## src/rtl/ps2_key_decoder_if.sv

```systemverilog
// PS/2 pin pair plus the decoded key-event bus delivered to the keyboard matrix block.
interface ps2_key_decoder_if;
  logic       ps2_clk;
  logic       ps2_data;
  logic       key_strobe;
  logic       key_pressed;
  logic       key_extended;
  logic [7:0] key_code;
  logic       frame_error;

  modport master (
    input  ps2_clk,
    input  ps2_data,
    output key_strobe,
    output key_pressed,
    output key_extended,
    output key_code,
    output frame_error
  );

  modport slave (
    output ps2_clk,
    output ps2_data,
    input  key_strobe,
    input  key_pressed,
    input  key_extended,
    input  key_code,
    input  frame_error
  );
endinterface

```

## src/rtl/ps2_key_decoder.sv

```systemverilog
// PS/2 keyboard receiver: conditions the lines, deframes bytes and strips
// scan-code set 2 prefixes into toggle-signalled key events.
module ps2_key_decoder #(
  parameter int unsigned FILTER_LEN     = 8,
  parameter int unsigned TIMEOUT_CYCLES = 50000
) (
  input  logic             clk,
  input  logic             reset,
  ps2_key_decoder_if.master kb
);

  localparam int unsigned FW = $clog2(FILTER_LEN + 1);
  localparam int unsigned WW = $clog2(TIMEOUT_CYCLES + 1);

  typedef enum logic [1:0] {S_IDLE, S_DATA, S_PARITY, S_STOP} rx_state_t;

  logic [1:0]    clk_sync;
  logic [1:0]    data_sync;
  logic          filt_clk;
  logic [FW-1:0] filt_cnt;
  logic          fall_stb;

  rx_state_t     state;
  logic [2:0]    bit_cnt;
  logic [7:0]    shreg;
  logic          par_bit;
  logic [WW-1:0] wd_cnt;
  logic          byte_valid;
  logic          frame_err;

  logic          ext_flag;
  logic          brk_flag;
  logic [2:0]    skip_cnt;
  logic          key_strobe_q;
  logic          key_pressed_q;
  logic          key_extended_q;
  logic [7:0]    key_code_q;

  logic          din;
  logic          ctrl_byte_c;
  logic          fake_shift_c;

  assign din          = data_sync[1];
  assign ctrl_byte_c  = shreg inside {8'h00, 8'hAA, 8'hEE, 8'hFA, 8'hFC, 8'hFD, 8'hFE, 8'hFF};
  assign fake_shift_c = (shreg == 8'h12) || (shreg == 8'h59);

  // Synchronise both lines; the filtered clock only moves after FILTER_LEN agreeing samples.
  always_ff @(posedge clk) begin
    if (!reset) begin
      clk_sync  <= 2'b11;
      data_sync <= 2'b11;
      filt_clk  <= 1'b1;
      filt_cnt  <= '0;
      fall_stb  <= 1'b0;
    end else begin
      clk_sync  <= {clk_sync[0], kb.ps2_clk};
      data_sync <= {data_sync[0], kb.ps2_data};
      fall_stb  <= 1'b0;
      if (clk_sync[1] == filt_clk) begin
        filt_cnt <= '0;
      end else if (filt_cnt == FW'(FILTER_LEN - 1)) begin
        filt_cnt <= '0;
        filt_clk <= clk_sync[1];
        fall_stb <= filt_clk;
      end else begin
        filt_cnt <= filt_cnt + FW'(1);
      end
    end
  end

  // Frame receiver with inter-edge watchdog; byte_valid and frame_err are one-cycle pulses.
  always_ff @(posedge clk) begin
    if (!reset) begin
      state      <= S_IDLE;
      bit_cnt    <= '0;
      shreg      <= '0;
      par_bit    <= 1'b0;
      wd_cnt     <= '0;
      byte_valid <= 1'b0;
      frame_err  <= 1'b0;
    end else begin
      byte_valid <= 1'b0;
      frame_err  <= 1'b0;
      if (fall_stb) begin
        wd_cnt <= WW'(1);
        case (state)
          S_IDLE: begin
            if (!din) begin
              state   <= S_DATA;
              bit_cnt <= '0;
            end
          end
          S_DATA: begin
            shreg   <= {din, shreg[7:1]};
            bit_cnt <= bit_cnt + 3'd1;
            if (bit_cnt == 3'd7) state <= S_PARITY;
          end
          S_PARITY: begin
            par_bit <= din;
            state   <= S_STOP;
          end
          S_STOP: begin
            if (din && (^{shreg, par_bit})) byte_valid <= 1'b1;
            else                            frame_err  <= 1'b1;
            state <= S_IDLE;
          end
        endcase
      end else if (state == S_IDLE) begin
        wd_cnt <= '0;
      end else if (wd_cnt == WW'(TIMEOUT_CYCLES - 1)) begin
        // Pulse lands exactly TIMEOUT_CYCLES cycles after the last fall strobe.
        frame_err <= 1'b1;
        state     <= S_IDLE;
        wd_cnt    <= '0;
      end else begin
        wd_cnt <= wd_cnt + WW'(1);
      end
    end
  end

  // Prefix stripping and key-event generation; errors flush all prefix state.
  always_ff @(posedge clk) begin
    if (!reset) begin
      ext_flag       <= 1'b0;
      brk_flag       <= 1'b0;
      skip_cnt       <= '0;
      key_strobe_q   <= 1'b0;
      key_pressed_q  <= 1'b0;
      key_extended_q <= 1'b0;
      key_code_q     <= '0;
    end else if (frame_err) begin
      ext_flag <= 1'b0;
      brk_flag <= 1'b0;
      skip_cnt <= '0;
    end else if (byte_valid) begin
      if (skip_cnt != 3'd0) begin
        skip_cnt <= skip_cnt - 3'd1;
      end else if (shreg == 8'hE1) begin
        skip_cnt <= 3'd7;
        ext_flag <= 1'b0;
        brk_flag <= 1'b0;
      end else if (shreg == 8'hE0) begin
        ext_flag <= 1'b1;
      end else if (shreg == 8'hF0) begin
        brk_flag <= 1'b1;
      end else if (!ext_flag && !brk_flag && ctrl_byte_c) begin
        skip_cnt <= '0;
      end else if (ext_flag && fake_shift_c) begin
        ext_flag <= 1'b0;
        brk_flag <= 1'b0;
      end else begin
        key_code_q     <= shreg;
        key_extended_q <= ext_flag;
        key_pressed_q  <= ~brk_flag;
        key_strobe_q   <= ~key_strobe_q;
        ext_flag       <= 1'b0;
        brk_flag       <= 1'b0;
      end
    end
  end

  assign kb.key_strobe   = key_strobe_q;
  assign kb.key_pressed  = key_pressed_q;
  assign kb.key_extended = key_extended_q;
  assign kb.key_code     = key_code_q;
  assign kb.frame_error  = frame_err;

endmodule

```

## src/flat_wrapper.sv

```systemverilog
// flat-port wrapper written by rule: the top's interface ports become plain ports
module ps2_key_decoder_flat 
#(
  parameter int unsigned FILTER_LEN     = 8,
  parameter int unsigned TIMEOUT_CYCLES = 50000
)
  (clk, reset, kb_ps2_clk, kb_ps2_data, kb_key_strobe, kb_key_pressed, kb_key_extended, kb_key_code, kb_frame_error);
  ps2_key_decoder_if kb_i ();
  input  logic clk;
  input  logic reset;
  input wire logic [$bits(kb_i.ps2_clk)-1:0] kb_ps2_clk;
  input wire logic [$bits(kb_i.ps2_data)-1:0] kb_ps2_data;
  output wire logic [$bits(kb_i.key_strobe)-1:0] kb_key_strobe;
  output wire logic [$bits(kb_i.key_pressed)-1:0] kb_key_pressed;
  output wire logic [$bits(kb_i.key_extended)-1:0] kb_key_extended;
  output wire logic [$bits(kb_i.key_code)-1:0] kb_key_code;
  output wire logic [$bits(kb_i.frame_error)-1:0] kb_frame_error;
  assign kb_i.ps2_clk = kb_ps2_clk;
  assign kb_i.ps2_data = kb_ps2_data;
  assign kb_key_strobe = kb_i.key_strobe;
  assign kb_key_pressed = kb_i.key_pressed;
  assign kb_key_extended = kb_i.key_extended;
  assign kb_key_code = kb_i.key_code;
  assign kb_frame_error = kb_i.frame_error;
  ps2_key_decoder #(.FILTER_LEN(FILTER_LEN), .TIMEOUT_CYCLES(TIMEOUT_CYCLES)) u_core (.clk(clk), .reset(reset), .kb(kb_i));
endmodule
```

## config.mk

```make
export PLATFORM = sky130hd
export DESIGN_NAME = ps2_key_decoder_flat
export DESIGN_NICKNAME = d
export VERILOG_FILES = /design/src/rtl/ps2_key_decoder_if.sv /design/src/rtl/ps2_key_decoder.sv /design/src/flat_wrapper.sv
export SDC_FILE = /design/constraint.sdc
export NUM_CORES = 1
export LEC_CHECK = 0
export BUFFER_PORTS_ARGS = -buffer_cell sky130_fd_sc_hd__buf_2
export CORE_AREA = 4 4 77 79
export DETAILED_ROUTE_END_ITERATION = 10
export DIE_AREA = 0 0 81 83
export GPL_TIMING_DRIVEN = 0
export PLACE_DENSITY = 0.8
export SLEW_MARGIN = 20
export SYNTH_ARGS = -nofsm -noshare
export SYNTH_HDL_FRONTEND = slang
export SYNTH_SLANG_ARGS = --single-unit
```

## constraint.sdc

```tcl
create_clock -name clk -period 1.8 [get_ports clk]
set_clock_uncertainty 0.15 [all_clocks]
set_input_delay 0.27 -clock clk [delete_from_list [all_inputs] [get_ports clk]]
set_output_delay 0.27 -clock clk [all_outputs]
set_load 0.05 [all_outputs]
```

# [Word-level counts from Yosys, hierarchy flattened]
# Cells that the tools add are included.
[totals] reg_bits=58 in_bits=4 wordCells=122
[classes] addsub=4 eq_ne=28 n_mux=29 bitwise_logic=12 reduce_logical=29
[op_table] cell="$eq 8x8->1 const B" n=10
[op_table] cell="$mux 3" n=6
[op_table] cell="$add 16x1->16 const B" n=1
[op_table] cell="$eq 16x16->1 const B" n=1
[op_table] cell="$mux 1" n=16
[op_table] cell="$reduce_and 4->1" n=4
[op_table] cell="$ne 3x1->1 const B" n=5
[op_table] cell="$not 1->1" n=12
[op_table] cell="$mux 2" n=5
[op_table] cell="$reduce_xor 9->1" n=1
[op_table] cell="$eq 8x5->1 const B" n=1
[op_table] cell="$eq 8x7->1 const B" n=1
[op_table] cell="$logic_not 8->1" n=1
[op_table] cell="$pmux 2 s4" n=1
[op_table] cell="$reduce_and 8->1" n=1
[op_table] cell="$reduce_bool 8->1" n=1
[op_table] cell="$pmux 3 s2" n=1
[op_table] cell="$reduce_and 2->1" n=3
[op_table] cell="$reduce_and 3->1" n=2
[op_table] cell="$reduce_bool 3->1" n=2
[op_table] cell="$reduce_or 3->1" n=2
[op_table] cell="$add 4x1->4 const B" n=1
[op_table] cell="$eq 2x2->1 const B" n=2
[op_table] cell="$eq 4x3->1 const B" n=1
[op_table] cell="other kinds (15)" n=21

# [Depth between registers and ports, before layout]
# Gate-level depths: netlist of run 1.
[depth] depth_word=8 ltp_mapped=7

# [Worst setup path before layout of run 1]
# No wires, ideal clock.
[synth_timing] kind="reg2reg" start="register u_core.wd_cnt[11]" end="register u_core.wd_cnt[7]" setup_ns=0.115 t_arrival_ns=1.541 t_required_ns=1.535 path_slack_ns=-0.006 stages_incl_launch_ff=6 path_cell_list="dfxtp_1 -> or4b_4 -> nor4_4 -> nand3b_4 -> buf_8 -> nor2_1"
[synth_between] elab_chain_len=2
[synth_rtl] element="start, declared" line="ps2_key_decoder.sv:27" rtl="logic [WW-1:0] wd_cnt;"
[synth_rtl] element="start signal, assigned" line="ps2_key_decoder.sv:116" rtl="wd_cnt <= wd_cnt + WW'(1);"
[synth_rtl] element="$eq 16x16->1" line="ps2_key_decoder.sv:110" rtl="end else if (wd_cnt == WW'(TIMEOUT_CYCLES - 1)) begin"
[synth_rtl] element="$reduce_or 4->1 (no line)"
# Every way passes these cells.
# A chain may end at the register's enable or synchronous reset.

# [Worst setup path in the final report of run 1]
[layout_timing] start="register u_core.shreg[6]" end="register u_core.key_code_q[7], in the netlist u_core.kb.key_code[7]"
[layout_between] elab_chain_len=5
[layout_rtl] element="start, declared" line="ps2_key_decoder.sv:25" rtl="logic [7:0] shreg;"
[layout_rtl] element="start signal, assigned" line="ps2_key_decoder.sv:94" rtl="shreg <= {din, shreg[7:1]};"
[layout_rtl] element="$eq 8x8->1 (tied with other cells)" line="ps2_key_decoder.sv:44" rtl="assign ctrl_byte_c = shreg inside {8'h00, 8'hAA, 8'hEE, 8'hFA, 8'hFC, 8'hFD, 8'hFE, 8'hFF};"
[layout_rtl] element="$reduce_bool 8->1 / $logic_or 1x1->1 (equally long branches)" line="ps2_key_decoder.sv:44, ps2_key_decoder.sv:45"
[layout_rtl] element="$logic_and 1x1->1, on equally long branches" line="ps2_key_decoder.sv:146, ps2_key_decoder.sv:148"
[layout_rtl] element="$not 1->1 (no line)"
[layout_rtl] element="$reduce_and 8->1 (no line) *"
[layout_rtl] element="end signal, assigned" line="ps2_key_decoder.sv:152" rtl="key_code_q <= shreg;"
[layout_rtl] element="end, declared" line="ps2_key_decoder.sv:37" rtl="logic [7:0] key_code_q;"
# Mark *: on every way between the ends. The rest lies on a longest branch, timed or not.

==> qor.yml, run 1 <==
setup_path:
  crit_buf_inv: 3
  criticalPathCategory: "reg2reg"
  cpLargestDelayFamily: "buffers and inverters"
  start_kind: "flip-flop"
  arrival_ns: 2.08
  worstPathMaxFanout: 8
  worstSetupEndpointType: "flip-flop"
  cp_slowest_stage_delay_ns: 0.39
  cpMaxStageDelayCell: "a311oi_4"
  path_cells: "buf_6 -> buf_4 -> nor3_2 -> nand3_2 -> a311oi_4 -> nor2_4 -> buf_12 -> mux2i_2"
  required_ns: 1.91
run_status:
  status: "finished with violations"
  violations: "setup timing"
timing:
  setup_ws_ns: -0.168
  hold_ws_ns: 0.0367
  setup_viol_count_final: 27
  rsz0062_at_grt: "true"
  hold_viol_final: 0
  maxSlewViolCount: 0
  relSlewSlack_pct: 63.8
  period_needed_ns: 1.97
  max_freq_mhz: 508
  finalCritPeriodShare_pct: 109
  max_slew.worst_pin.slew_ns: 0.542
  tns_ns: -1.86
pwr:
  p_per_area_nw_per_um2: 673
  p_total_mw: 2.46
  clkPwrFrac_pct: 46.0
  internal_power_mw: 1.91
  ir_worst_vdd_uv: 456
  pwr-share-comb_pct: 1.7
  p_seq_share_pct: 52.3
  leakage_nw: 1.38
  switching_power_mw: 0.548
  p_sw_share_pct: 22.3
logic_synthesis:
  syn_area_um2: 2770
  yosysTopAreaCell: "dfxtp_1"
  synth_edf_count: 0
  ys.flop_type: "dfxtp_1"
  yosysTopAreaCellShare_pct: 41.9
  synth_warnings: 0
  synth-seq-cells: 58
  synthesis.nets: 321
  syn_area_per_cell_um2: 9.03
  async_reset_ff_share_pct: 0
  yosysSeqAreaShare_pct: 41.9
  synthTopCellsByArea: "dfxtp_1, nand2_1, ha_1"
  synthCells: 307
  synth_cell_types: 54
routing:
  viasPerCell: 5.50
  first_pass_iters: 4
  drtAntennaViolNets: 0
  drc: 0
  wirelength_mm: 6.64
  routedWlPerCell_um: 15.2
  vias: 2408
  drt_iter0_markers: 204
grt:
  antenna_found_initial: 0
  grt_first_pass_wirelength_mm: 9.59
  grt.overflow.total: 0
  grt_usage_pct: 18.4
  grt_max_degree: 11
  grt_pass1_vias: 2202
placement:
  placed_area_um2: 2930
  place_congestion: 0.813
  io_buffers: 14
  dp_hpwl_mm: 3.54
  dp_slack_ns: -0.224
clock_tree:
  clock-sinks: 58
  numCtsBuffers: 9
  clk_pin_slew_ns: 0.08
  cts_tree: "yes"
  root_buffer: "clkbuf_8"
  cts_max_level: 3
  clk-insertion-delay-late_ns: 0.35
  cts_buffer_depth: 2
worst_hold_path:
  min_path_type: "in2reg"
floorplanning:
  start_util_pct: 51.9
  rows: 27
  fp.dieArea_um2: 6720
  die_w_um: 81
  die_y_um: 83
  ios: 16
  coreArea_um2: 5340
final_layout:
  syn2layout_area_growth_pct: 31.6
  layout_common_cells: "dfxtp_1, nand2_1, buf_4"
  nNetsFinal: 375
  layout_commonest_cell: "dfxtp_1"
  diodes: 0
  drive_gt1_share_pct: 34.2
  fin_area_um2: 3650
  n_fill_cell: 394
flow_run:
  cap_violations: 0
==> cell families (layout without fill, tap and decap cells) <==
kind of cell	after synthesis	count (layout)	share of synthesized area, %
AO/OA/AOI/OAI	45	45	11.9
XOR/XNOR	24	24	8.08
adder cells (fa/ha/maj)	10	10	4.51
buffers and inverters	25	84	4.42
flip-flops	58	58	41.9
multiplexers	10	10	3.66
AND/OR/NAND/NOR	135	135	25.6
==> flip-flops by register name, summed over array words and instances, names as in the netlist <==
register,cells
u_core.kb.key_strobe,1
u_core.data_sync,2
u_core.brk_flag,1
u_core.skip_cnt,3
u_core.filt_clk,1
u_core.shreg,8
u_core.fall_stb,1
u_core.kb.key_extended,1
u_core.clk_sync,2
u_core.kb.frame_error,1
u_core.filt_cnt,4
u_core.bit_cnt,3
u_core.par_bit,1
u_core.kb.key_code,8
u_core.state,2
u_core.kb.key_pressed,1
u_core.wd_cnt,16
u_core.byte_valid,1
u_core.ext_flag,1
==> path summary, 6_finish.rpt <==
| path | startpoint | to | slack [ns] | cells past startpoint |
|---|---|---|---|---|
| max | u_core.shreg[6] | u_core.kb.key_code[7] | -0.17 | 8 |
| min | reset | u_core.data_sync[0] | 0.04 | 2 |
| max reg2reg | u_core.shreg[6] | u_core.kb.key_code[7] | -0.17 | 8 |
| min reg2reg | u_core.clk_sync[0] | u_core.clk_sync[1] | 0.27 | 1 |
==> area by class of cell <==
class | count | area (um2) | area share [%]
multi-input combinational | 224 | 1700 | 46.6
sequential | 58 | 1190 | 32.5
timing repair buffer | 44 | 342 | 9.36
clock buffer | 14 | 173 | 4.73
buffer | 14 | 109 | 2.98
tap | 72 | 90.1 | 2.47
inverter | 10 | 37.5 | 1.03
clock inverter | 2 | 10.0 | 0.274
==> power groups by stage <==
stage / sequential (mW) / combinational [mW] / clock (mW)
after detailed placement: 1.32 / 0.0372 / 0
after CTS: 1.29 / 0.0406 / 1.13
after global placement: 1.32 / 0.0367 / 0
after global routing: 1.28 / 0.0447 / 1.21
after floorplan: 1.32 / 0.0255 / 0
final: 1.29 / 0.0409 / 1.13
==> what timing repair did <==
item,CTS,global route
buffers inserted,15,16
hold buffers,2,0
gates cloned,0,1
resized for setup,26,61
endpoints found under the hold margin,2,0
pin swaps,11,27
setup endpoints to repair,32,36
==> per-stage QoR <==
stage / util (%) / instances
after global routing: 68.4 / 438
after floorplan: - / 307
after CTS: 62.8 / 426
final: 68.4 / 438
after global placement: 54.9 / 393
after detailed placement: 54.9 / 393
==> synth_stat cells, types with 3 or more instances <==
cell type / instances
o211ai_1: 3
ha_1: 10
buf_4: 3
inv_1: 10
a21boi_0: 13
nand2_1: 41
nor3_1: 5
buf_2: 5
dfxtp_1: 58
o21ai_0: 9
nand3_1: 23
clkbuf_1: 5
xnor2_1: 12
a21oi_1: 5
nand2b_1: 5
nand4_1: 4
mux2i_1: 9
xor2_1: 11
nor2_1: 30
nor2b_1: 6
==> routing by layer <==
metal  up-vias  track usage (%)  part of all wire, %  wire [um]
met5         -                0                    0          0
met4         0             9.98                  4.8        319
met3        29             5.97                  5.2        344
met2        77             28.9                   49       3250
met1      1132             21.9                   41       2730
li1       1170                -                    -          -
(Power assumes the default switching activity.)
==> run 2, diff against run 1 <==
- ABC_AREA: default -> 1
- PLACE_DENSITY: 0.8 -> 0.81
==> qor.yml, run 2 <==
floorplanning:
  start_util_pct: 52.3
  fp.dieArea_um2: 6720
  coreArea_um2: 5340
  die_w_um: 81
  die_y_um: 83
  ios: 16
  rows: 27
logic_synthesis:
  synth_cell_types: 29
  synthTopCellsByArea: "dfxtp_1, nand2_1, a21oi_1"
  synthCells: 388
  ys.flop_type: "dfxtp_1"
  synthTopCellsByCount: "nand2_1, dfxtp_1, nor2_1"
  synth-seq-cells: 58
  yosysTopAreaCell: "dfxtp_1"
  async_reset_ff_share_pct: 0
  yosysTopAreaCellShare_pct: 41.6
  synthesis.nets: 402
  synth_most_common_cell: "nand2_1"
  syn_area_per_cell_um2: 7.19
  synth_warnings: 0
  yosysSeqAreaShare_pct: 41.6
  syn_area_um2: 2790
  synth_edf_count: 0
placement:
  dp_hpwl_mm: 4.08
  io_buffers: 14
  place_congestion: 0.869
setup_path:
  required_ns: 1.92
  start_kind: "flip-flop"
  cp_slowest_stage_delay_ns: 0.33
  reg2reg_to: "u_core.kb.key_code[5]"
  reg2reg_slack_ns: 0.009
  r2r_start: "u_core.skip_cnt[0]"
  path_cells: "inv_2 -> ha_2 -> nand2_2 -> nor3_4 -> nand4_4 -> nor2_4 -> buf_4 -> nand3_1 -> a21oi_1"
  worstSetupEndpointType: "flip-flop"
  criticalPathCategory: "reg2reg"
  r2r_cells: 9
  arrival_ns: 1.91
  cpMaxStageDelayCell: "dfxtp_2"
  worstPathMaxFanout: 6
final_layout:
  largest_reg_flops: 16
  final_util_pct: 65.2
  layout_commonest_cell: "nand2_1"
  n_fill_cell: 439
  diodes: 0
  nNetsFinal: 442
  syn2layout_area_growth_pct: 24.8
  drive_gt1_share_pct: 24.0
  regMostFlops: "u_core.wd_cnt"
  layout_common_cells: "nand2_1, dfxtp_1, nor2_1"
grt:
  grt.overflow.total: 0
  grt_usage_pct: 19.5
  grt_max_degree: 11
  grt_first_pass_wirelength_mm: 10.4
  antenna_found_initial: 0
  grt_pass1_vias: 2392
routing:
  drt_iter0_markers: 133
  drtAntennaViolNets: 0
  wirelength_mm: 6.04
  first_pass_iters: 4
  viasPerCell: 5.12
  drc: 0
  vias: 2584
  routedWlPerCell_um: 12.0
clock_tree:
  clock-sinks: 58
  numCtsBuffers: 9
  cts_tree: "yes"
  clk_pin_slew_ns: 0.06
  clk-insertion-delay-late_ns: 0.35
  cts_buffer_depth: 2
  root_buffer: "clkbuf_8"
  cts_max_level: 3
timing:
  setup_viol_count_final: 0
  max_freq_mhz: 558
  rsz0062_at_grt: "true"
  tns_ns: 0
  hold_viol_final: 0
  period_needed_ns: 1.79
  max_slew.worst_pin.slew_ns: 0.497
  finalCritPeriodShare_pct: 99.5
  maxSlewViolCount: 0
  relSlewSlack_pct: 66.8
worst_hold_path:
  min_path_type: "in2reg"
  hp-start: "reset"
  min_to: "u_core.shreg[1]"
  hold_depth: 3
pwr:
  p_per_area_nw_per_um2: 784
  leakage_nw: 1.45
  ir_worst_vdd_uv: 617
flow_run:
  cap_violations: 0
run_status:
  status: "finished clean"
run 2: repair_timing:
| action | 4_1_cts | 5_1_grt |
|---|---|---|
| gates resized for setup | 10 | 53 |
| gates cloned | 0 | 1 |
| hold buffers | 2 | 0 |
| endpoints found under the setup margin | 21 | 37 |
| setup buffers | 6 | 6 |
| pin swaps | 4 | 13 |
| hold endpoints to repair | 2 | 0 |
run 2: through the flow:
step / cell area (um2) / hold WS, ns / std cells / total power, mW / worst slack [ns]
after global routing: 3480 / 0.206 / 505 / 2.82 / -0.0867
final: 3480 / 0.176 / 505 / 2.73 / 0.00920
after floorplan: 2790 / 0.227 / 388 / 1.34 / 0.176
after detailed placement: 2950 / 0.261 / 474 / 1.35 / -0.199
after CTS: 3280 / 0.180 / 498 / 2.75 / 0.00753
after global placement: 2950 / 0.247 / 474 / 1.35 / -0.0960
run 2: power by group:
part | total (mW) | internal (mW) | switching [mW]
Clock | 1.40 | 0.890 | 0.514
Combinational | 0.0383 | 0.0138 | 0.0244
Sequential | 1.29 | 1.29 | 0.00278
Total | 2.73 | 2.19 | 0.542
run 2: final cells by class:
type                            count  area [um2]  share of cell area, %
Multi-Input combinational cell    269        1520                   43.5
Buffer                             11        76.3                   2.19
Clock inverter                      4        72.6                   2.08
Timing Repair Buffer               29         191                   5.50
Tap cell                           72        90.1                   2.59
Clock buffer                       12         165                   4.74
Sequential cell                    58        1180                   33.8
Inverter                           50         193                   5.53
run 2: critical path: cells and delay by family, from the launching register on:
kind	cells	cell delay (ns)
AND/OR/NAND/NOR	5	0.69
flip-flops	1	0.33
buffers and inverters	2	0.24
adder cells (fa/ha/maj)	1	0.17
AO/OA/AOI/OAI	1	0.15
run 2: logic make-up (layout without fill, tap and decap cells):
| logic type | Yosys count | count (layout) | share of synthesized area, % |
|---|---|---|---|
| xor+xnor | 13 | 13 | 4.08 |
| compound gates | 57 | 57 | 10.3 |
| simple gates | 189 | 189 | 30.6 |
| flops | 58 | 58 | 41.6 |
| fa+ha+maj | 10 | 10 | 4.48 |
| buf+inv | 61 | 106 | 8.92 |
run 2: worst max-delay path by stage:
| stage | cells past startpoint | startpoint | endpoint |
|---|---|---|---|
| 5_1_grt | 10 | u_core.wd_cnt[1] | u_core.state[1] |
| 2_1_floorplan | 9 | u_core.wd_cnt[0] | u_core.wd_cnt[9] |
| 6_report | 9 | u_core.skip_cnt[0] | u_core.kb.key_code[5] |
| 3_5_place_dp | 9 | u_core.wd_cnt[0] | u_core.wd_cnt[9] |
| 3_3_place_gp | 9 | u_core.wd_cnt[0] | u_core.wd_cnt[9] |
| 4_1_cts | 10 | u_core.wd_cnt[0] | u_core.state[0] |
run 2: routing by layer:
| metal | up-vias | share of wire [%] | GRT usage, % |
|---|---|---|---|
| met5 | - | 0 | 0 |
| met4 | 0 | 2.0 | 8.14 |
| met3 | 13 | 4.7 | 5.97 |
| met2 | 46 | 47 | 28.2 |
| met1 | 1195 | 47 | 26.7 |
| li1 | 1330 | - | - |
==> run 3, diff against run 2 <==
- PLACE_DENSITY: 0.81 -> 0.74
- REMOVE_ABC_BUFFERS: default -> 1
==> qor.yml, run 3 (synthesized netlist as in run 2, its figures left out) <==
final_layout:
  layout_commonest_cell: "nand2_1"
  largest_reg_flops: 16
  diodes: 0
  final_util_pct: 64.4
  layout_common_cells: "nand2_1, nor2_1, inv_1, dfxtp_1, a21oi_1"
  drive_gt1_share_pct: 24.6
  n_fill_cell: 470
  syn2layout_area_growth_pct: 23.2
  regMostFlops: "u_core.wd_cnt"
  nNetsFinal: 437
  fin_cells: 499
routing:
  wirelength_mm: 5.82
  drtAntennaViolNets: 0
  first_pass_iters: 4
  vias: 2512
  viasPerCell: 5.03
  drc: 0
  drt_iter0_markers: 112
  routedWlPerCell_um: 11.7
timing:
  finalCritPeriodShare_pct: 94.2
  rsz0062_at_grt: "true"
  maxSlewViolCount: 0
  setup_viol_count_final: 0
  tns_ns: 0
  hold_viol_final: 0
  max_freq_mhz: 589
  relSlewSlack_pct: 52.7
  hold_ws_ns: 0.122
  max_slew.worst_pin.slew_ns: 0.708
  period_needed_ns: 1.70
setup_path:
  arrival_ns: 1.78
  criticalPathCategory: "reg2reg"
  cp-startpoint: "u_core.shreg[4]"
  reg2reg_to: "u_core.kb.key_strobe"
  start_kind: "flip-flop"
  worstPathMaxFanout: 8
  reg2reg_slack_ns: 0.10
  worstSetupEndpointType: "flip-flop"
  r2r_cells: 8
  crit_end: "u_core.kb.key_strobe"
  required_ns: 1.88
  r2r_start: "u_core.shreg[4]"
clock_tree:
  clk_pin_slew_ns: 0.06
  numCtsBuffers: 9
  clock-sinks: 58
  cts_buffer_depth: 2
  clk-insertion-delay-late_ns: 0.34
  cts_tree: "yes"
  cts_max_level: 3
  root_buffer: "clkbuf_8"
floorplanning:
  ios: 16
  coreArea_um2: 5340
  fp.dieArea_um2: 6720
  rows: 27
  die_w_um: 81
  start_util_pct: 52.3
  die_y_um: 83
grt:
  grt_usage_pct: 18.3
  grt_max_degree: 22
  grt.overflow.total: 0
  grt_first_pass_wirelength_mm: 9.78
  antenna_found_initial: 0
  grt_pass1_vias: 2208
placement:
  io_buffers: 15
  numPlacedInstances: 464
  place_congestion: 0.889
  dp_hpwl_mm: 3.69
pwr:
  p_total_mw: 2.63
  leakage_nw: 1.42
  p_per_area_nw_per_um2: 766
  ir_worst_vdd_uv: 668
flow_run:
  cap_violations: 0
worst_hold_path:
  hold_depth: 2
  min_path_type: "in2reg"
run_status:
  status: "finished clean"
==> run 3: changes by cell type in the layout (fill, tap and decap cells not counted), sizes merged <==
cell / before / now
clkinv: 1 / 3
clkinvlp: 1 / 0
buf: 31 / 32
nand2: 79 / 80
clkbuf: 19 / 10
==> run 3: layer usage <==
metal | wire (um) | track usage (%)
met1 | 2680 | 24.2
met2 | 2740 | 27.0
met3 | 269 | 6.29
met4 | 128 | 7.53
met5 | 0 | 0
==> run 3: worst min-delay path by stage <==
| stage | end | start |
|---|---|---|
| 4_1_cts | u_core.filt_clk | reset |
| 3_3_place_gp | u_core.data_sync[1] | u_core.data_sync[0] |
| 6_report | u_core.filt_clk | reset |
| 5_1_grt | u_core.filt_clk | reset |
| 2_1_floorplan | u_core.filt_clk | reset |
| 3_5_place_dp | u_core.clk_sync[1] | u_core.clk_sync[0] |
==> run 3: final cells by class <==
cell class | count | area, um2 | area share, %
clock buffer | 10 | 138 | 4.00
clock inverter | 5 | 78.8 | 2.29
inverter | 50 | 188 | 5.46
multi-input combinational | 270 | 1510 | 43.8
sequential | 58 | 1190 | 34.8
tap | 72 | 90.1 | 2.62
timing repair buffer | 34 | 243 | 7.06
==> run 3: where the power goes <==
part	total (mW)	internal (mW)	switching, mW
Sequential	1.28	1.28	0.00240
Combinational	0.0365	0.0128	0.0236
Clock	1.32	0.806	0.510
==> run 3: repair_timing <==
item                                   4_1_cts  5_1_grt
pin swaps                                    5       18
buffers inserted                            12        5
endpoints found under the hold margin        2        0
hold buffers                                 2        0
cloned                                       0        1
setup endpoints to repair                   31       40
resized for setup                           12       44
==> run 3: metrics by stage <==
step	area (um2)	worst slack [ns]
detailed placement	2890	-0.338
CTS	3250	0.0000862
global route	3440	-0.0283
floorplan	2730	0.0345
finish	3440	0.104
global placement	2890	-0.316
==> run 3: critical path: stages (launching register included) <==
cell     delay [ns]
dfxtp_4        0.40
inv_1          0.09
nor3_2         0.26
nand2_1        0.10
nand3_2        0.10
buf_4          0.12
nand2_2        0.11
a21oi_1        0.19
nor2_1         0.06
